[src/rtl/usb_crc_pkg.sv]
// ============================================================================
// Module   : usb_crc_pkg
// Purpose  : Shared USB CRC polynomials, good-packet residuals and FSM states.
// Revision : 1.0
// ============================================================================
`default_nettype none

package usb_crc_pkg;

    localparam logic [15:0] POLY16     = 16'h8005;
    localparam logic [4:0]  POLY5      = 5'h05;
    localparam logic [15:0] RESIDUAL16 = 16'h800D;
    localparam logic [4:0]  RESIDUAL5  = 5'h0C;

    typedef enum logic [0:0] {
        ACCUM = 1'b0,
        FLUSH = 1'b1
    } crc_state_t;

endpackage

`default_nettype wire

[src/rtl/usb_crc_lfsr.sv]
// ============================================================================
// Module   : usb_crc_lfsr
// Purpose  : Serial CRC shift register; feedback enabled while accumulating,
//            plain zero-fill shift while flushing.
// Revision : 1.0
// ============================================================================
`default_nettype none

module usb_crc_lfsr
    import usb_crc_pkg::*;
#(
    parameter int               CRC_W = 16,
    parameter logic [CRC_W-1:0] POLY  = POLY16[CRC_W-1:0]
) (
    input  logic             clk,
    input  logic             n_rst,
    input  logic             load_ones,
    input  logic             shift,
    input  logic             fb_en,
    input  logic             data_in,
    output logic [CRC_W-1:0] crc
);

    logic [CRC_W-1:0] r_crc;
    logic             w_fb;
    logic [CRC_W-1:0] w_crc_nxt;

    assign w_fb      = fb_en & (r_crc[CRC_W-1] ^ data_in);
    assign w_crc_nxt = {r_crc[CRC_W-2:0], 1'b0} ^ (w_fb ? POLY : {CRC_W{1'b0}});

    always_ff @(posedge clk or negedge n_rst) begin
        if (!n_rst) begin
            r_crc <= '1;
        end else if (load_ones) begin
            r_crc <= '1;
        end else if (shift) begin
            r_crc <= w_crc_nxt;
        end
    end

    assign crc = r_crc;

endmodule

`default_nettype wire

[src/rtl/usb_crc_engine.sv]
// ============================================================================
// Module   : usb_crc_engine
// Purpose  : USB CRC5/CRC16 generator/checker with serial CRC flush, check
//            strobe and optional saturating error counter (USB_CRC_ERRCNT_EN).
// Revision : 1.0
// ============================================================================
`default_nettype none

module usb_crc_engine
    import usb_crc_pkg::*;
#(
    parameter int          CRC_W    = 16,
    parameter logic [15:0] POLY     = 16'h8005,
    parameter logic [15:0] RESIDUAL = 16'h800D
) (
    input  logic       clk,
    input  logic       n_rst,
    input  logic       clear,
    input  logic       shift_enable,
    input  logic       d_orig,
    input  logic       flush_start,
    input  logic       check,
    output logic       crc_ok,
    output logic       crc_out_bit,
    output logic       crc_out_valid,
    output logic       crc_done,
    output logic       crc_err,
    output logic [7:0] err_cnt
);

    localparam int               CNT_W      = $clog2(CRC_W);
    localparam logic [CRC_W-1:0] c_POLY     = POLY[CRC_W-1:0];
    localparam logic [CRC_W-1:0] c_RESIDUAL = RESIDUAL[CRC_W-1:0];
    localparam logic [CNT_W-1:0] c_LAST     = CNT_W'(CRC_W - 1);

    crc_state_t       r_state;
    crc_state_t       w_state_nxt;
    logic [CNT_W-1:0] r_cnt;
    logic [CNT_W-1:0] w_cnt_nxt;
    logic             r_crc_err;
    logic             w_load_ones;
    logic             w_shift;
    logic             w_fb_en;
    logic             w_done;
    logic [CRC_W-1:0] w_crc;

    usb_crc_lfsr #(
        .CRC_W (CRC_W),
        .POLY  (c_POLY)
    ) u_lfsr (
        .clk       (clk),
        .n_rst     (n_rst),
        .load_ones (w_load_ones),
        .shift     (w_shift),
        .fb_en     (w_fb_en),
        .data_in   (d_orig),
        .crc       (w_crc)
    );

    always_ff @(posedge clk or negedge n_rst) begin
        if (!n_rst) begin
            r_state <= ACCUM;
            r_cnt   <= '0;
        end else begin
            r_state <= w_state_nxt;
            r_cnt   <= w_cnt_nxt;
        end
    end

    // The final flush shift reloads all-ones instead of shifting, ready for the next packet.
    always_comb begin
        w_state_nxt = r_state;
        w_cnt_nxt   = r_cnt;
        w_load_ones = 1'b0;
        w_shift     = 1'b0;
        w_fb_en     = 1'b0;
        w_done      = 1'b0;
        if (clear) begin
            w_state_nxt = ACCUM;
            w_cnt_nxt   = '0;
            w_load_ones = 1'b1;
        end else begin
            case (r_state)
                ACCUM: begin
                    if (flush_start) begin
                        w_state_nxt = FLUSH;
                        w_cnt_nxt   = '0;
                    end else if (shift_enable) begin
                        w_shift = 1'b1;
                        w_fb_en = 1'b1;
                    end
                end
                FLUSH: begin
                    if (shift_enable) begin
                        if (r_cnt == c_LAST) begin
                            w_done      = 1'b1;
                            w_load_ones = 1'b1;
                            w_state_nxt = ACCUM;
                            w_cnt_nxt   = '0;
                        end else begin
                            w_shift   = 1'b1;
                            w_cnt_nxt = r_cnt + 1'b1;
                        end
                    end
                end
                default: w_state_nxt = ACCUM;
            endcase
        end
    end

    assign crc_ok        = (w_crc == c_RESIDUAL);
    assign crc_out_valid = (r_state == FLUSH);
    assign crc_out_bit   = crc_out_valid & ~w_crc[CRC_W-1];
    assign crc_done      = w_done;

    always_ff @(posedge clk or negedge n_rst) begin
        if (!n_rst) begin
            r_crc_err <= 1'b0;
        end else if (clear) begin
            r_crc_err <= 1'b0;
        end else if (check) begin
            r_crc_err <= ~crc_ok;
        end
    end

    assign crc_err = r_crc_err;

`ifdef USB_CRC_ERRCNT_EN
    logic [7:0] r_err_cnt;

    // Only reset clears the counter; clear merely suppresses a coincident check.
    always_ff @(posedge clk or negedge n_rst) begin
        if (!n_rst) begin
            r_err_cnt <= '0;
        end else if (!clear && check && !crc_ok && (r_err_cnt != 8'hFF)) begin
            r_err_cnt <= r_err_cnt + 8'd1;
        end
    end

    assign err_cnt = r_err_cnt;
`else
    assign err_cnt = 8'h00;
`endif

endmodule

`default_nettype wire

[config.mk]
export PLATFORM = sky130hd
export DESIGN_NAME = usb_crc_engine
export DESIGN_NICKNAME = d
export VERILOG_FILES = /design/src/rtl/usb_crc_pkg.sv /design/src/rtl/usb_crc_lfsr.sv /design/src/rtl/usb_crc_engine.sv
export SDC_FILE = /design/constraint.sdc
export NUM_CORES = 1
export LEC_CHECK = 0
export CORE_ASPECT_RATIO = 0.6
export CORE_UTILIZATION = 40
export DETAILED_ROUTE_END_ITERATION = 6
export RECOVER_POWER = 25
export SETUP_SLACK_MARGIN = 0.1
export SYNTH_ARGS = -nofsm -noshare
export SYNTH_HDL_FRONTEND = slang
export SYNTH_HIERARCHICAL = 1
export SYNTH_SLANG_ARGS = --single-unit
[constraint.sdc]
create_clock -name clk -period 2.55 [get_ports clk]
set_clock_uncertainty 0.1 [all_clocks]
set_input_delay 0.6375 -clock clk [delete_from_list [all_inputs] [get_ports clk]]
set_output_delay 0.6375 -clock clk [all_outputs]
set_load 0.05 [all_outputs]
==> Word level (Yosys, flattened, before mapping) <==
Cells that the tools add are included.
{ "totals": {"word_cells": 46, "inputBits": 7, "latch_bits": 0, "romBits": 0, "memories": 0, "ram_bits": 0, "reg_bits": 22} }
{ "classes": {"div_mod_pow": 0, "reduce_logical": 3, "magnitude_cmp": 0, "n_mux": 27, "n_mul": 0, "n_eq_ne": 4, "shift": 0, "addsub": 1, "n_bitwise": 7} }
{ "ops": {"columns": ["cell", "n"], "rows": [
  ["16-bit two-way mux", 3],
  ["1-bit two-way mux", 17],
  ["16-bit == test, second input constant", 1],
  ["4-bit two-way mux", 4],
  ["16-bit bitwise XOR", 1],
  ["4-bit one-hot mux with 2 select lines", 1],
  ["3-bit inequality test, second input constant", 2],
  ["4-bit by 1-bit adder with 4-bit output, second input constant", 1],
  ["4-bit == test, second input constant", 1],
  ["1-bit one-hot mux with 2 select lines", 2],
  ["2-bit nonzero test", 2],
  ["1-bit NOT", 3],
  ["1-bit bitwise AND", 2],
  ["2-bit AND reduction", 1],
  ["1-bit bitwise XOR", 1]
]} }

==> Depth between registers and ports, before layout <==
Gate-level depths: netlist of the first run.
{ "logic_depth": {"ltp_word": 9, "depth_mapped": 8} }

==> Modules after synthesis <==
Netlist of the first run, hierarchy kept.
{ "by_module_without_submodules": {"columns": ["mod", "area_per_inst_um2", "seq_area_each_um2", "cells_per_inst", "n_inst"], "rows": [
  ["usb_crc_lfsr", 758.2, 420.4, 63, 1],
  ["usb_crc_engine", 473.0, 150.1, 52, 1]
]} }

==> Least setup slack after synthesis of the first run <==
Ideal clock, no wire load.
{ "synth_path": {"path_kind": "register to output", "startpoint": "register r_state (netlist: crc_out_valid)", "endpoint": "output crc_done", "stages_incl_launch_ff": 3, "path_slack_ns": -0.172, "arrival_ns": 1.984, "n_path_buf": 0, "cell_sequence": "dfrtp_1 > nand2_1 > nor3_1"} }
{ "synth_between": {"elab_chain_cells": 2} }
{ "synth_rtl": {"columns": ["item", "line", "source"], "rows": [
  ["start, declared", "usb_crc_engine.sv:36", "crc_state_t r_state;"],
  ["start signal, assigned", "usb_crc_engine.sv:65", "r_state <= w_state_nxt;"],
  ["1-bit two-way mux", "usb_crc_engine.sv:83", "case (r_state)"],
  ["1-bit two-way mux", "usb_crc_engine.sv:78", "if (clear) begin"],
  ["end, declared", "usb_crc_engine.sv:26", "output logic crc_done,"]
]} }
Every way passes these cells.

==> Worst setup path in the final report of the first run <==
{ "layout_path": {"startpoint": "input clear", "endpoint": "output crc_done"} }
{ "layout_between": {"elab_chain_cells": 1} }
{ "layout_rtl": {"columns": ["item", "line", "source"], "rows": [
  ["start, declared", "usb_crc_engine.sv:18", "input logic clear,"],
  ["1-bit two-way mux", "usb_crc_engine.sv:78", null]
]} }
Every way passes these cells.

==> results of run 1 <==
[kinds of logic after synthesis]
group	Yosys count
AOI/OAI and AO/OA	28
DFF	22
other	1
and+or+nand+nor	46
xor gates and xnor gates	1
buffers and inverters	16
adders and majority gates	1
[path summary, 6_finish.rpt]
kind,startpoint,slack (ns),to,cells past startpoint
max in group asynchronous,n_rst,0.59,crc_out_valid$_DFF_PN0_,2
hold / removal,r_cnt[0]$_DFFE_PN0P_,0.41,r_cnt[0]$_DFFE_PN0P_,1
setup / recovery,clear,0.09,crc_done,4
hold reg to reg,r_cnt[0]$_DFFE_PN0P_,0.41,r_cnt[0]$_DFFE_PN0P_,1
min in group asynchronous,n_rst,1.04,crc_err$_DFFE_PN0P_,2
setup reg to reg,r_cnt[0]$_DFFE_PN0P_,0.58,u_lfsr/crc[15]$_DFFE_PN1P_,8
[metal layers]
metal	part of all wire, %	vias up	routed length [µm]	global-route usage [%]
li1	-	441	-	-
met1	51	455	1310	26.7
met2	43	20	1110	23.5
met3	3.9	5	100	4.69
met4	1.1	0	27	6.15
met5	0	-	0	0
[per-stage QoR]
step / std cells / area, µm² / setup slack (ns)
floorplan: 122 / 1260 / 0.236
global placement: 170 / 1420 / 0.0949
detailed placement: 170 / 1420 / -0.0377
CTS: 174 / 1480 / 0.115
global route: 174 / 1500 / 0.0375
finish: 174 / 1500 / 0.0947
[report_power, final]
group          switching (W)  leakage (nW)  total (W)  internal, W
clock network       0.000112        0.0288   0.000250     0.000138
registers          0.0000171         0.249   0.000398     0.000381
logic              0.0000862         0.298   0.000139    0.0000524
[layout make-up]
type / count / area (µm²) / share of cell area, %
Multi-Input combinational cell: 84 / 616 / 41.2
Sequential cell: 22 / 571 / 38.2
Timing Repair Buffer: 20 / 194 / 13.0
Clock buffer: 4 / 55.1 / 3.68
Tap cell: 42 / 52.6 / 3.51
Inverter: 2 / 7.51 / 0.502
[cell usage after synthesis, types with 2 or more instances]
master / count / area (µm²)
a211o_1: 14 / 123
nor2_1: 3 / 11.3
a21oi_1: 2 / 10.0
a21boi_0: 2 / 15.0
nor3_1: 3 / 15.0
nand3_1: 2 / 10.0
and2_1: 2 / 12.5
nor2b_1: 13 / 81.3
nor4_1: 2 / 12.5
nand2_1: 3 / 11.3
nor4bb_1: 2 / 20.0
nand3b_1: 2 / 15.0
dfrtp_1: 6 / 150
buf_4: 9 / 67.6
buf_2: 4 / 20.0
dfstp_2: 16 / 420
[flip-flops by register name, indices dropped and copies added (netlist names)]
signal / cells
u_lfsr/crc: 16
crc_err: 1
crc_out_valid: 1
r_cnt: 4
[repair_timing]
action                     4_1_cts  5_1_grt
hold buffers                     0        0
resized for setup                1        4
pin swaps                        0        1
setup endpoints to repair        1        4
[critical path, stage by stage]
cell and delay (ns):
clkdlybuf4s50_1 0.51, buf_4 0.21, nor3_4 0.21, buf_12 0.16
==> impl_metrics.ini, run 1 <==
[run_status]
status = finished clean

[clock_tree]
cts_tree = yes
worstSkewPairLatency_ns = 0.26
numCtsBuffers = 3
htree_num_levels = 1
path_clk_slew_ns = 0.08
clock-sinks = 22
clock_path_buffers = 2
clk_root_buffer_cell = clkbuf_8
cts_setup_buffers = 0

[logic_synthesis]
async_flop_share_pct = 100
synth_edf_count = 0
synth_top_family_by_area = simple AND/OR/NAND/NOR gates
synthFlopType = dfstp_2
ys_ff_latch = 22
ys_warn_count = 6
yosysUniqueCellTypes = 46
synthCells = 115
synthMuxAreaShare_pct = 0
synth_fa_ha_area_share_pct = 1.02
yosys.area_share.simple_pct = 24.9
avgSynthCellArea_um2 = 10.7
synth_compound_area_share_pct = 18.7
synthXorXnorAreaFrac_pct = 0.711
syn-cell-area_um2 = 1230
seq_area_frac_synth_pct = 46.3

[job]
cap_violations = 0

[layout]
fin_nets = 141
final_core_util_pct = 51.7
fillers = 263
drive_gt1_share_pct = 31.8
final_common_cell = dfstp_2
final_cell_mix = dfstp_2, a211o_1, nor2b_1
n_antenna_cell = 0
syn_to_final_growth_pct = 21.4

[sta]
slew_headroom_pct = 18.6
setup_viol = 0
fmax_mhz = 407
worst_pin_slew_ns = 1.22
fin_crit_sh_pct = 96.3
slew_viol_final = 0
tns_ns = 0
hold_viol = 0
period_minus_slack_ns = 2.46
rsz0062_at_grt = true
whs_ns = 0.411

[critical_path]
arrival_ns = 1.72
crit_fanout = 5
required_ns = 1.81
crit_type = input pin to output port
startpoint_type = input pin
end_kind = output port

[place]
port_buffers = 11
gp_congestion = 0.806
dp_hpwl_mm = 1.79

[power]
leakagePower_nw = 0.576
ir_worst_vdd_mv = 0.203
total_power_w = 0.000787
p_per_area_nw_per_um2 = 526

[routing]
first_iter_violations = 29
post-route-drc-count = 0
drt_wl_total_mm = 2.55
vias_per_cell = 5.29
dr.pass1.iters = 4
postRouteAntennaNets = 0
vias = 921
routedWlPerCell_um = 14.6

[floorplanning]
initial_core_util_pct = 42.6
io_pins = 20
placementRows = 15
die_y_um = 45.0
dieArea_um2 = 3310
die_w_um = 73.6
core_um2 = 2890

[global_routing]
overflow = 0
grt_antenna_before_repair = 0
grt_pass1_vias = 862
grt_max_degree = 23
grt_first_pass_wirelength_mm = 4.17
grt_usage_pct = 17.5

[hold_path]
hold_class = flip-flop to flip-flop
Note: power is estimated with default switching activity, not from simulation.
==> run 2: changes to the inputs <==
Settings changed: CTS_CLUSTER_DIAMETER set to 60, PLACE_DENSITY_LB_ADDON set to 0.15.
==> run 2 against run 1 <==
Clock-buffer cell count decreased by 1. Sequential power is essentially flat. Non-clock buffer count decreased by 2. Clock power down 18%. Flip-flop and latch count stayed put. Wire length is 4.4% lower. Register-to-register slack about the same. Final cell count down 1.7%. Core utilization down 0.91 points. Global-route usage decreased by 0.67 points. Worst setup slack better by 0.060 ns. Sequential share of layout area grew 0.68 points. Critical path type unchanged.
==> impl_metrics.ini, run 2 (synthesis results as in run 1) <==
[sta]
rsz0062_at_grt = false
period_minus_slack_ns = 2.40
fin_crit_sh_pct = 93.9
hold_viol = 0
slew_viol_final = 0
fmax_mhz = 418
setup_viol = 0
whs_ns = 0.429
slew_headroom_pct = 21.8
tns_ns = 0
worst_pin_slew_ns = 1.17

[critical_path]
end_kind = output port
reg2regPathDepth = 6
startpoint_type = input pin
r2r_end = u_lfsr/crc[2]$_DFFE_PN1P_
required_ns = 1.81
r2r-start = r_cnt[0]$_DFFE_PN0P_
arrival_ns = 1.66
crit_fanout = 6
r2r_slack_ns = 0.59
crit_type = input pin to output port

[clock_tree]
cts_tree = yes
htree_num_levels = 1
cts_setup_buffers = 0
clock_path_buffers = 2
path_clk_slew_ns = 0.07
clk_root_buffer_cell = clkbuf_8
hold_buffers = 0
numCtsBuffers = 3
clock-sinks = 22
worstSkewPairLatency_ns = 0.25

[job]
cap_violations = 0

[layout]
final_core_util_pct = 50.8
drive_gt1_share_pct = 28.7
final_area_um2 = 1470
fin_nets = 139
final_cell_mix = dfstp_2, a211o_1, nor2b_1, conb_1
largest_reg_flops = 16
final_common_cell = dfstp_2
n_antenna_cell = 0
syn_to_final_growth_pct = 19.3

[hold_path]
hold_depth = 1
min_to = r_cnt[0]$_DFFE_PN0P_
holdCritStartpoint = r_cnt[0]$_DFFE_PN0P_
hold_class = flip-flop to flip-flop

[place]
port_buffers = 11
gp_congestion = 0.849
place_area_um2 = 1420
dp_hpwl_mm = 1.76

[power]
leakagePower_nw = 0.566
ir_worst_vdd_mv = 0.228
p_per_area_nw_per_um2 = 503

[run_status]
status = finished clean

[routing]
first_iter_violations = 111
vias = 899
routedWlPerCell_um = 14.2
dr.pass1.iters = 4
vias_per_cell = 5.26
postRouteAntennaNets = 0
drt_wl_total_mm = 2.43
post-route-drc-count = 0

[floorplanning]
placementRows = 15
dieArea_um2 = 3310
core_um2 = 2890
die_w_um = 73.6
initial_core_util_pct = 42.6
die_y_um = 45.0
io_pins = 20

[global_routing]
grt_pass1_vias = 796
grt_max_degree = 29
grt_first_pass_wirelength_mm = 4.10
grt_usage_pct = 16.8
overflow = 0
grt_antenna_before_repair = 0
==> run 2: changes by cell type in the layout (fill, tap and decap cells not counted) <==
cell / previous run / this run
and4_2: 1 / 0
and4_4: 0 / 1
buf_12: 2 / 3
buf_4: 8 / 5
clkbuf_8: 4 / 3
clkdlybuf4s50_1: 8 / 6
dlygate4sd2_1: 0 / 2
nand2_1: 2 / 3
nand2_2: 1 / 0
nor4b_1: 0 / 1
nor4b_2: 1 / 0
==> run 2: worst max-delay path, cell delays in order <==
cell and delay [ns]:
clkdlybuf4s50_1 0.46, buf_4 0.19, nor3_4 0.21, buf_12 0.16
==> run 2: cell type report <==
cell class / instances / area [µm²]
fill: 269 / 1420
tap: 42 / 52.6
multi-input combinational: 84 / 608
timing repair buffer: 18 / 189
sequential: 22 / 571
inverter: 2 / 7.51
clock buffer: 3 / 41.3
==> run 2: worst max path at each step <==
stage | start | end | slack (ns) | depth (start not counted)
finish | clear | crc_done | 0.15 | 4
global route | u_lfsr/crc[15]$_DFFE_PN1P_ | crc_ok | 0.11 | 3
CTS | clear | crc_done | 0.12 | 4
detailed placement | shift_enable | u_lfsr/crc[15]$_DFFE_PN1P_ | 0.02 | 7
global placement | shift_enable | u_lfsr/crc[15]$_DFFE_PN1P_ | 0.04 | 7
floorplan | crc_out_valid$_DFF_PN0_ | crc_done | 0.24 | 2
==> run 2: report_power, final <==
part	switching, W	total [W]	internal (W)
clock	0.000101	0.000206	0.000105
sequential	0.0000193	0.000400	0.000381
combinational	0.0000819	0.000132	0.0000505
==> run 2: per-layer routing <==
layer / GRT usage (%) / share of wire, %
met5: 0 / 0
met4: 2.31 / 0
met3: 4.91 / 4.5
met2: 20.2 / 37
met1: 28.6 / 58
==> run 2: what timing repair did <==
item,CTS,global route
endpoints found under the setup margin,3,2
resized for setup,4,2
pin swaps,1,0
==> run 2: per-stage QoR <==
stage          cells  setup WS [ns]  power, W
2_1_floorplan    122          0.236  0.000502
3_3_place_gp     168         0.0448  0.000536
3_5_place_dp     168         0.0172  0.000538
4_1_cts          171          0.121  0.000749
5_1_grt          171          0.114  0.000781
6_report         171          0.155  0.000739
==> run 3: changes to the inputs <==
Settings changed: ABC_CLOCK_PERIOD_IN_PS set to 2550, CTS_CLUSTER_SIZE set to 25.
==> results of run 3 <==
Final layout, timing and power as in run 2 (identical DEF).
